$ cat src/rtl/tick_meter.sv
`default_nettype none
// ============================================================================
//  Module      : tick_meter
//  Description : Measures a tick stream synchronous to src_clk over fixed
//                windows of WINDOW samples. Reports the rising-edge count,
//                the number of high samples, and the shortest and longest
//                rise-to-rise spacing. Windows run back to back while enable
//                is high.
//  Revision    : 1.0 - initial release
// ----------------------------------------------------------------------------
//  Ports
//    src_clk     in   1      source clock, all logic on the rising edge
//    reset_n     in   1      asynchronous active-low reset
//    enable      in   1      1 = measure continuously, 0 = idle / abort
//    tick        in   1      tick under test, synchronous to src_clk
//    rise_count  out  CNT_W  rising edges in the last completed window
//    high_count  out  CNT_W  samples with tick==1 in the last completed window
//    period_min  out  CNT_W  shortest rise-to-rise spacing in cycles
//    period_max  out  CNT_W  longest rise-to-rise spacing in cycles
//    meas_valid  out  1      one-cycle pulse when the result outputs update
//    overflow    out  1      a counter saturated in the last completed window
//    stuck       out  1      the last completed window saw no rising edge
// ============================================================================
module tick_meter #(
  parameter int WINDOW = 1000,
  parameter int CNT_W  = 16
) (
  input  logic             src_clk,
  input  logic             reset_n,
  input  logic             enable,
  input  logic             tick,
  output logic [CNT_W-1:0] rise_count,
  output logic [CNT_W-1:0] high_count,
  output logic [CNT_W-1:0] period_min,
  output logic [CNT_W-1:0] period_max,
  output logic             meas_valid,
  output logic             overflow,
  output logic             stuck
);

  localparam int               WIN_W      = $clog2(WINDOW);
  localparam logic [WIN_W-1:0] c_win_last = WIN_W'(WINDOW - 1);
  localparam logic [CNT_W-1:0] c_ones     = '1;

  typedef enum logic [1:0] {
    S_IDLE    = 2'd0,
    S_ARM     = 2'd1,
    S_MEASURE = 2'd2,
    S_REPORT  = 2'd3
  } state_t;

  state_t           r_state;
  logic             r_tick_q;
  logic [WIN_W-1:0] r_win_cnt;
  logic [CNT_W-1:0] r_high;
  logic [CNT_W-1:0] r_rise;
  logic [CNT_W-1:0] r_per;
  logic [CNT_W-1:0] r_min;
  logic [CNT_W-1:0] r_max;
  logic             r_seen;      // a rising edge has been seen this window
  logic             r_have_per;  // at least one full period has been recorded
  logic             r_ovf;

  // Accumulator base for the current sample: in REPORT the first sample of
  // the next window is taken, so it starts from cleared values.
  logic             w_clr;
  logic [CNT_W-1:0] w_b_high, w_b_rise, w_b_per, w_b_min, w_b_max;
  logic             w_b_seen, w_b_have, w_b_ovf;
  logic             w_edge;
  logic [CNT_W-1:0] w_high_nx, w_rise_nx, w_per_inc, w_per_nx, w_min_nx, w_max_nx;
  logic             w_seen_nx, w_have_nx, w_ovf_nx;

  always_comb begin
    w_clr    = (r_state == S_REPORT);
    w_b_high = w_clr ? '0     : r_high;
    w_b_rise = w_clr ? '0     : r_rise;
    w_b_per  = w_clr ? '0     : r_per;
    w_b_min  = w_clr ? c_ones : r_min;
    w_b_max  = w_clr ? '0     : r_max;
    w_b_seen = w_clr ? 1'b0   : r_seen;
    w_b_have = w_clr ? 1'b0   : r_have_per;
    w_b_ovf  = w_clr ? 1'b0   : r_ovf;

    w_edge = tick & ~r_tick_q;

    w_high_nx = w_b_high;
    if (tick && (w_b_high != c_ones)) w_high_nx = w_b_high + CNT_W'(1);
    w_rise_nx = w_b_rise;
    if (w_edge && (w_b_rise != c_ones)) w_rise_nx = w_b_rise + CNT_W'(1);

    // Spacing of the current rise = cycles counted since the previous one + 1
    w_per_inc = (w_b_per == c_ones) ? c_ones : (w_b_per + CNT_W'(1));
    w_per_nx  = w_per_inc;
    w_min_nx  = w_b_min;
    w_max_nx  = w_b_max;
    w_seen_nx = w_b_seen;
    w_have_nx = w_b_have;
    if (w_edge) begin
      w_per_nx  = '0;
      w_seen_nx = 1'b1;
      if (w_b_seen) begin
        w_have_nx = 1'b1;
        if (w_per_inc < w_b_min) w_min_nx = w_per_inc;
        if (w_per_inc > w_b_max) w_max_nx = w_per_inc;
      end
    end

    // The period counter only matters once a rise has anchored it.
    w_ovf_nx = w_b_ovf | (w_high_nx == c_ones) | (w_rise_nx == c_ones) |
               (w_b_seen & (w_per_inc == c_ones));
  end

  always_ff @(posedge src_clk or negedge reset_n) begin
    if (!reset_n) begin
      r_state    <= S_IDLE;
      r_tick_q   <= 1'b0;
      r_win_cnt  <= '0;
      r_high     <= '0;
      r_rise     <= '0;
      r_per      <= '0;
      r_min      <= c_ones;
      r_max      <= '0;
      r_seen     <= 1'b0;
      r_have_per <= 1'b0;
      r_ovf      <= 1'b0;
      rise_count <= '0;
      high_count <= '0;
      period_min <= '0;
      period_max <= '0;
      meas_valid <= 1'b0;
      overflow   <= 1'b0;
      stuck      <= 1'b0;
    end else begin
      meas_valid <= 1'b0;
      case (r_state)
        S_IDLE: begin
          if (enable) r_state <= S_ARM;
        end

        S_ARM: begin
          if (!enable) begin
            r_state <= S_IDLE;
          end else begin
            // Capturing tick here means a level already high is not an edge.
            r_tick_q   <= tick;
            r_win_cnt  <= '0;
            r_high     <= '0;
            r_rise     <= '0;
            r_per      <= '0;
            r_min      <= c_ones;
            r_max      <= '0;
            r_seen     <= 1'b0;
            r_have_per <= 1'b0;
            r_ovf      <= 1'b0;
            r_state    <= S_MEASURE;
          end
        end

        S_MEASURE: begin
          if (!enable) begin
            r_state <= S_IDLE;
          end else begin
            r_tick_q   <= tick;
            r_high     <= w_high_nx;
            r_rise     <= w_rise_nx;
            r_per      <= w_per_nx;
            r_min      <= w_min_nx;
            r_max      <= w_max_nx;
            r_seen     <= w_seen_nx;
            r_have_per <= w_have_nx;
            r_ovf      <= w_ovf_nx;
            if (r_win_cnt == c_win_last) begin
              // Results include this final sample and appear during REPORT.
              rise_count <= w_rise_nx;
              high_count <= w_high_nx;
              period_min <= w_have_nx ? w_min_nx : '0;
              period_max <= w_have_nx ? w_max_nx : '0;
              overflow   <= w_ovf_nx;
              stuck      <= (w_rise_nx == '0);
              meas_valid <= 1'b1;
              r_state    <= S_REPORT;
            end else begin
              r_win_cnt <= r_win_cnt + WIN_W'(1);
            end
          end
        end

        S_REPORT: begin
          if (!enable) begin
            r_state <= S_IDLE;
          end else begin
            // First sample of the next window; tick_q carries over so an edge
            // across the boundary lands in the new window.
            r_tick_q   <= tick;
            r_high     <= w_high_nx;
            r_rise     <= w_rise_nx;
            r_per      <= w_per_nx;
            r_min      <= w_min_nx;
            r_max      <= w_max_nx;
            r_seen     <= w_seen_nx;
            r_have_per <= w_have_nx;
            r_ovf      <= w_ovf_nx;
            r_win_cnt  <= WIN_W'(1);
            r_state    <= S_MEASURE;
          end
        end

        default: r_state <= S_IDLE;
      endcase
    end
  end

endmodule
`default_nettype wire

$ cat config.mk
export PLATFORM = sky130hd
export DESIGN_NAME = tick_meter
export DESIGN_NICKNAME = d
export VERILOG_FILES = /design/src/rtl/tick_meter.sv
export SDC_FILE = /design/constraint.sdc
export NUM_CORES = 1
export LEC_CHECK = 0
export ABC_AREA = 0
export CAP_MARGIN = 25
export CORE_ASPECT_RATIO = 1.25
export CORE_MARGIN = 3
export CORE_UTILIZATION = 55
export DETAILED_ROUTE_END_ITERATION = 16
export PLACE_DENSITY = 0.72
export RECOVER_POWER = 50
export SYNTH_ARGS = -nofsm -noshare
export SYNTH_HDL_FRONTEND = slang
export SYNTH_SLANG_ARGS = --single-unit
$ cat constraint.sdc
create_clock -name src_clk -period 8.4 [get_ports src_clk]
set_clock_uncertainty 0.05 [all_clocks]
set_input_delay 0.84 -clock src_clk [delete_from_list [all_inputs] [get_ports src_clk]]
set_output_delay 0.84 -clock src_clk [all_outputs]
set_load 0.05 [all_outputs]
* After elaboration in Yosys (flattened, before gate mapping)
Cells that the tools add are included.
Storage, ports and cells: input bits 4, output and inout bits 67, flip-flop bits (word level) 163, word-level logic and storage cells 116
Cells by class: add/sub/neg operators 4, equality and inequality tests 17, muxes and demuxes 55, bitwise logic cells 6, order comparisons 2, reductions and logical operators 14
Operators by type and width (number):
- $mux W16 | 24
- $pmux W16 S2 | 5
- $eq A16 B16 Y1 const B | 4
- $add A16 B1 Y16 const B | 3
- $mux W10 | 4
- $ne A16 B16 Y1 const B | 2
- $pmux W10 S3 | 1
- $gt A16 B16 Y1 | 1
- $logic_not A16 Y1 | 1
- $lt A16 B16 Y1 | 1
- $mux W1 | 13
- $add A10 B1 Y10 const B | 1
- $eq A10 B10 Y1 const B | 1
- $ne A2 B2 Y1 const B | 5
- $mux W2 | 4
- $pmux W1 S2 | 3
- $pmux W2 S3 | 1
- $reduce_and A3 Y1 | 2
- $reduce_and A5 Y1 | 1
- $eq A2 B2 Y1 const B | 2
- $reduce_and A2 Y1 | 2
- $reduce_or A2 Y1 | 2
- $ne A3 B3 Y1 const B | 1
- $or A1 B1 Y1 | 3
- 9 further kinds | 11

* Longest topological paths before layout
word-level depth 11, gate-level depth with buffers 23, depth with buffers taken out 17

* Least setup slack after synthesis
OpenSTA, ideal clock, no wires.
kind reg2reg, start register r_state[0], end register r_min[10], path buffers 6, required time 8.277 ns, stages on the path, launching flop included 24, setup slack 3.164 ns, setup time 0.073 ns, data arrival time 5.113 ns, clock period less this slack 5.236 ns, cells stage by stage dfrtp_1 -> nand2_1 -> buf_2 -> buf_2 -> clkbuf_1 -> clkbuf_1 -> and2_1 -> ha_1 -> nand3_2 -> or3_1 -> buf_2 -> nor2_1 -> a21oi_1 -> inv_1 -> ha_1 -> a21o_1 -> a21o_1 -> a21o_1 -> a2111oi_0 -> o221ai_2 -> a21oi_1 -> buf_2 -> nor2_1 -> a21oi_1
On the way: cells in the longest elaborated chain, start to end 10, elaborated cells on any way between the ends 20, those cells by class add/sub (1); order compare (1); eq/ne (6); mux (9); reduce/logical (3)
RTL lines:
- start: declaration | line 52 | state_t r_state;
- start signal: assignment | line 115 | r_state <= S_IDLE;
- start signal: assignment | line 137 | if (enable) r_state <= S_ARM;
- start signal: assignment | line 142 | r_state <= S_IDLE;
- $eq A2 B2 Y1 | line 74, 135
- $mux W16 | line 77 | w_b_per = w_clr ? '0 : r_per;
- $add A16 B1 Y16 or $eq A16 B16 Y1 (tied branches) | line 92 | w_per_inc = (w_b_per == c_ones) ? c_ones : (w_b_per + CNT_W'(1));
- $mux W16 | line 92
- $lt A16 B16 Y1 | line 103 | if (w_per_inc < w_b_min) w_min_nx = w_per_inc;
- $mux W16 | line 103
- $mux W16 | line 101 | if (w_b_seen) begin
- $mux W16 | line 98 | if (w_edge) begin
- $mux W16 | line 160, 189
- $pmux W16 S2 | line 135 | case (r_state)
- end signal: assignment | line 150 | r_min <= c_ones;
- end signal: assignment | line 167 | r_min <= w_min_nx;
- end signal: assignment | line 198 | r_min <= w_min_nx;
- end: declaration | line 58 | logic [CNT_W-1:0] r_min;
Parallel ways exist; a longest one is shown, timed or not. The select of a mux whose other input is x is not followed. A chain may end at the register's enable or synchronous reset.

* Worst setup path after layout
start register r_state[0], end register r_min[5]
Same word-level chain as after synthesis.

==> flow_metrics.tcl <==
set metrics [dict create \
    cts_setup_buffers 0 \
    dp_hpwl_microns 18300 \
    synth_top_area_cell "dfrtp_1" \
    violations "capacitance limit, slew limit" \
    dieArea_sq_mm 0.0186 \
    grt_pass1_wl_microns 42500 \
    yosysSeqAreaShare_pct 44.0 \
    finalHoldViolCount 0 \
    port_buffers 70 \
    syn-num-nets 1098 \
    clkTransAtPathRegs_ns 0.06 \
    place_ws_ns 2.33 \
    outcome "finished with violations" \
    fillers 1445 \
    grt.overflow.total 0 \
    vdd.ir_drop.worst_v 0.000153 \
    register_area_sq_mm 0.00410 \
    dr.pass1.iters 5 \
    yosysTopAreaCellShare_pct 39.5 \
    syn_area_per_cell_sq_um 8.77 \
    cp.arrival_ns 6.54 \
    synth-edff-count 0 \
    drc 0 \
    rows 52 \
    drv_cap 2 \
    cts_made_buffers 17 \
    cp.required_ns 8.69 \
    final_area_sq_mm 0.0107 \
    worstSetupPathType "reg2reg" \
    clock.fmax_ghz 0.160 \
    synth.yosys.warnings 0 \
    yosysMostFrequentCell "nand2_1" \
    power_density_mw_per_mm2 172 \
    hp-class "reg2reg" \
    p_leak_nw 4.61 \
    yosys-top-cells-count "nand2_1, dfrtp_1, o21ai_0, nor2_1, clkbuf_1" \
    cts.sinks 163 \
    grt_pass1_vias 7848 \
    start_util_pct 56.9 \
    synth.top_cells.by_area "dfrtp_1, nand2_1, o21ai_0" \
    die_width_microns 122 \
    gp_congestion 0.932 \
    rsz0062_at_grt "false" \
    antenna_found_initial 0 \
    cts_tree "built" \
    htree_num_levels 4 \
    ys.flop_type "dfrtp_1" \
    area_delta_synth_final_pct 14.7 \
    final_nets 1141 \
    clock_latency_ns 0.43 \
    top_level_ports 71 \
    ys_async_sr_fraction_pct 100 \
    cts_resized 0 \
    wl_per_cell_microns 20.0 \
    setup_tns_ns 0 \
    core_area_sq_mm 0.0164 \
    vias 8299 \
    hold_buffers 0 \
    drt_iter0_drc 924 \
    hold_ws_ns 0.420 \
    min_period_ns 6.25 \
    drt_wl_total_microns 26600 \
    critPathSlowestCell "nand2_1" \
    synthCells 1063 \
    worst_slew_pin_slew_ns 4.69 \
    maxSlewViolCount 161 \
    diodes 0 \
    grt_max_degree 87 \
    yosys.cell_types.count 83 \
    slew-limit-headroom_pct -212 \
    postRouteAntennaNets 0 \
    viasPerCell 6.23 \
    setup-violations-final 0 \
    startpoint_type "flop" \
    die_h_microns 152 \
    path_buf_inv 2 \
    cp_max_fo 24 \
    post-route-period-util_pct 74.4 \
    layout-drive-gt1-share_pct 7.53 \
    ys_seq_elements 163 \
    placed_cell_area_sq_mm 0.0101 \
    grt_usage_pct 29.6 \
    clockBufferDepth 2 \
    crit_chain "nand2_1 > and2_1 > ha_1 > nand3_2 > or3_1 > nor3_1 > mux2i_1 > nor2_1 > ha_1 > a21oi_1 > nor2b_1 > a2111oi_0 > o221ai_2 > buf_4 > or2_2 > inv_2 > a21oi_1" \
    setup_ws_ns 2.15 \
    cts_root_buffer "clkbuf_16" \
    endpoint_kind "flop" \
    cpLargestDelayFamily "simple AND/OR/NAND/NOR gates" \
    multi_input_area_sq_mm 0.00488 \
    cpPeakStageDelay_ns 0.68 \
    netlist_area_sq_mm 0.00932 \
]
-- metrics by stage --
step	instances	power, W	util [%]
2_1_floorplan	1063	0.00101	-
3_3_place_gp	1302	0.00109	61.9
3_5_place_dp	1302	0.00109	61.9
4_1_cts	1331	0.00184	65.3
5_1_grt	1332	0.00190	65.2
6_report	1332	0.00183	65.2
-- flip-flops by register name (all words and copies together), names as in the netlist, 10 cells and up --
signal and cells:
high_count 16, period_max 16, period_min 16, r_high 16
r_max 16, r_min 16, r_per 16, r_rise 16
r_win_cnt 10, rise_count 16
-- worst reg2reg max path, delay by kind of cell (launching register included) --
family          cells  cell delay [ns]
simple gates        8             2.63
compound gates      4             1.32
fa+ha+maj           2             0.65
flops               1             0.57
buf+inv             2             0.54
mux                 1             0.40
-- area by class of cell --
| class | count | area share, % |
|---|---|---|
| multi-input cells | 814 | 45.7 |
| flip-flops and latches | 163 | 38.3 |
| repair buffers | 84 | 7.38 |
| clock buffers | 25 | 4.73 |
| well taps | 216 | 2.53 |
| inverters | 26 | 0.913 |
| clock inverters | 4 | 0.456 |
-- layout by cell type (no fill, tap or decap), types with 11 or more instances in the layout --
cell,Yosys,layout
inv_1,25,25
o21ai_0,98,98
xor2_1,21,21
a21oi_1,38,38
dfrtp_1,147,147
nor3_1,26,26
buf_4,1,11
o21ai_1,34,33
ha_1,31,31
and2_1,26,26
and3_1,13,13
nand2_1,183,183
clkdlybuf4s50_1,0,37
clkbuf_16,0,17
nand4_1,22,22
dfstp_2,16,16
nor4_1,11,11
nor2_1,76,75
dlygate4sd3_1,0,32
nand3_1,40,39
xnor2_1,20,20
-- worst paths after layout --
kind / from / endpoint / slack, ns / depth (start not counted)
worst min-delay path: rise_count[3] / rise_count[3] / 0.42 / 2
worst min register to register: rise_count[3] / rise_count[3] / 0.42 / 2
worst max-delay path: r_state[0] / r_min[5] / 2.15 / 17
max in group asynchronous: reset_n / period_min[12] / 2.63 / 3
min in group asynchronous: reset_n / high_count[11] / 2.03 / 1
worst max register to register: r_state[0] / r_min[5] / 2.15 / 17
-- where the power goes --
group | switching (W) | leakage [nW] | internal (W) | total [W]
Clock | 0.000307 | 0.275 | 0.000442 | 0.000749
Sequential | 0.0000281 | 2.20 | 0.000812 | 0.000840
Combinational | 0.000171 | 2.14 | 0.0000742 | 0.000245
Total | 0.000506 | 4.61 | 0.00133 | 0.00183
-- cells by family after synthesis --
| kind of cell | count (synthesis) | share of synthesized area (%) |
|---|---|---|
| and+or+nand+nor | 450 | 23.4 |
| buffers and inverters | 86 | 3.78 |
| xor gates and xnor gates | 41 | 3.85 |
| DFF | 163 | 44.0 |
| muxes | 17 | 1.96 |
| adders and majority gates | 32 | 4.27 |
| AOI/OAI and AO/OA | 274 | 18.8 |
-- layer usage --
layer  track usage (%)  vias up  routed length (microns)
li1                  -     3904                        -
met1              37.1     3979                    10900
met2              48.6      334                    12900
met3              4.94       82                     1400
met4              16.6        0                     1370
met5                 0        -                        0
Note: power is estimated with default switching activity, not from simulation.
==> RTL change (config.mk and constraints unchanged) <==
Set the parameter `WINDOW` to 500 (it was 1000).
--- a/src/rtl/tick_meter.sv
+++ b/src/rtl/tick_meter.sv
@@ -24,3 +24,3 @@
 module tick_meter #(
-  parameter int WINDOW = 1000,
+  parameter int WINDOW = 500,
   parameter int CNT_W  = 16
Formal check against the unedited RTL: no difference found for any inputs over 10 cycles, from zero or initial values and one cycle with reset_n low; that may be too few to reach the edited logic, so the function may still have changed.
==> RTL change against the original RTL <==
The run still ends with max-capacitance violations, max-slew violations left. Via count is 2.8% lower. Design area is 0.90% lower. Hold slack barely moved. Total power up 3.5%. Sequential cell count decreased by 1. Synthesized area decreased by 1.9%. Final cell count fell by 1.7%. Setup slack better by 0.44 ns. Routed wire length shrank 3.0%.
==> RTL change: results (changes against the original RTL) <==
Pins Over Slew Limit 201 (+25%); DP Area 0.0100 mm² (-1.4%); all-layer global routing usage 29.2% (-0.34 points); vias in the first global route 7850 (+0.025%); post-synthesis adder-cell area fraction 4.24% (-0.028 points); mux share of post-synthesis cell area 2.08% (+0.12 points); register area share after synthesis 44.5% (+0.57 points); largest net degree at the start of global routing 91 (+4.6%); DRT iter0 DRCs 681 (-26%); Largest delay share family, worst path buffers and inverters; setup bufs post-CTS 0 (unchanged); global-route wire length before repair 41.9 mm (-1.4%); clock share of power 40.7% (about the same); Leakage 4.72 nW (+2.3%); failing checks max-capacitance violations, max-slew violations; DP Worst Slack 2.71 ns (+0.383 ns); XOR/XNOR Fraction of Synth Area 3.83% (-0.022 points); Crit path arrival time 5.97 ns (-0.57 ns); TritonCTS buffer count 17 (unchanged); top cells by count, synth 165 x nand2_1, 146 x dfrtp_1, 104 x o21ai_0; Max-cap violations 3 (+1); Nets 1115 (-2.3%); Overall Power 0.00190 W (+3.5%); via count 8064 (-2.8%); Relative slew margins -224% (-12 points); synth warn 0 (unchanged); # port buffers 70 (unchanged); clock transition at the registers of the reported paths 0.07 ns; Crit-path slowest cell clkbuf_1; CP Max Fanout 90 (+280%); layout cell share with drive strength beyond 1 7.59% (+0.067 points); DR vias/cell 6.16 (-1.1%); Placed Cells 1276 (-2.0%); Synth area leaders dfrtp_1 40%, nand2_1 6.8%, o21ai_0 5.7%; Synth Area per Inst 8.79 µm² (+0.19%); Synth cell types 74 (-11%); GP Congestion 0.923 (-0.92%); WS Path Type in -> async; hpwl dp 17.9 mm (-2.5%); Seq group 0.000867 W (+3.2%); slowest stage delay, CP 3.33 ns (+2.65 ns); Synth Area in Compound Gates 19.0% (+0.24 points); sw power 0.000539 W (+6.5%); Routed wire per std cell 19.7 µm (-1.3%); Fillers 1421 (-1.7%); outcome complete, but fails checks; VDD IR-drop max 129 µV (-16%)
==> RTL change: layout make-up <==
| class | count | area, µm² | area share (%) |
|---|---|---|---|
| flip-flops and latches | 162 | 4070 | 38.4 |
| clock inverters | 10 | 97.6 | 0.921 |
| inverters | 34 | 128 | 1.20 |
| multi-input cells | 776 | 4690 | 44.2 |
| well taps | 216 | 270 | 2.55 |
| repair buffers | 89 | 846 | 7.98 |
| clock buffers | 22 | 494 | 4.66 |
==> RTL change: routing by layer <==
metal / track usage (%) / wire, µm / up-vias / share of wire (%)
met5: 0 / 0 / - / 0
met4: 15.5 / 1260 / 0 / 4.9
met3: 5.56 / 1360 / 80 / 5.3
met2: 48.3 / 12500 / 302 / 48
met1: 36.4 / 10700 / 3882 / 41
li1: - / - / 3800 / -
==> RTL change: logic make-up after synthesis <==
kind of cell / count (synthesis)
multiplexers: 19
buffers and inverters: 103
adder cells (fa/ha/maj): 31
AND/OR/NAND/NOR: 423
AO/OA/AOI/OAI: 263
XOR/XNOR: 40
flip-flops: 162
==> RTL change: path summary, 6_finish.rpt <==
kind                                        startpoint  slack (ns)                         to
max in group src_clk            r_state[1]$_DFFE_PN0P_        2.73      r_min[15]$_DFFE_PN1P_
worst max-delay path                           reset_n        2.59      r_max[12]$_DFFE_PN0P_
min in group asynchronous                      reset_n        2.09  rise_count[9]$_DFFE_PN0P_
worst min-delay path              r_tick_q$_DFFE_PN0P_        0.42       r_tick_q$_DFFE_PN0P_
worst max register to register  r_state[1]$_DFFE_PN0P_        2.73      r_min[15]$_DFFE_PN1P_
worst min register to register    r_tick_q$_DFFE_PN0P_        0.42       r_tick_q$_DFFE_PN0P_
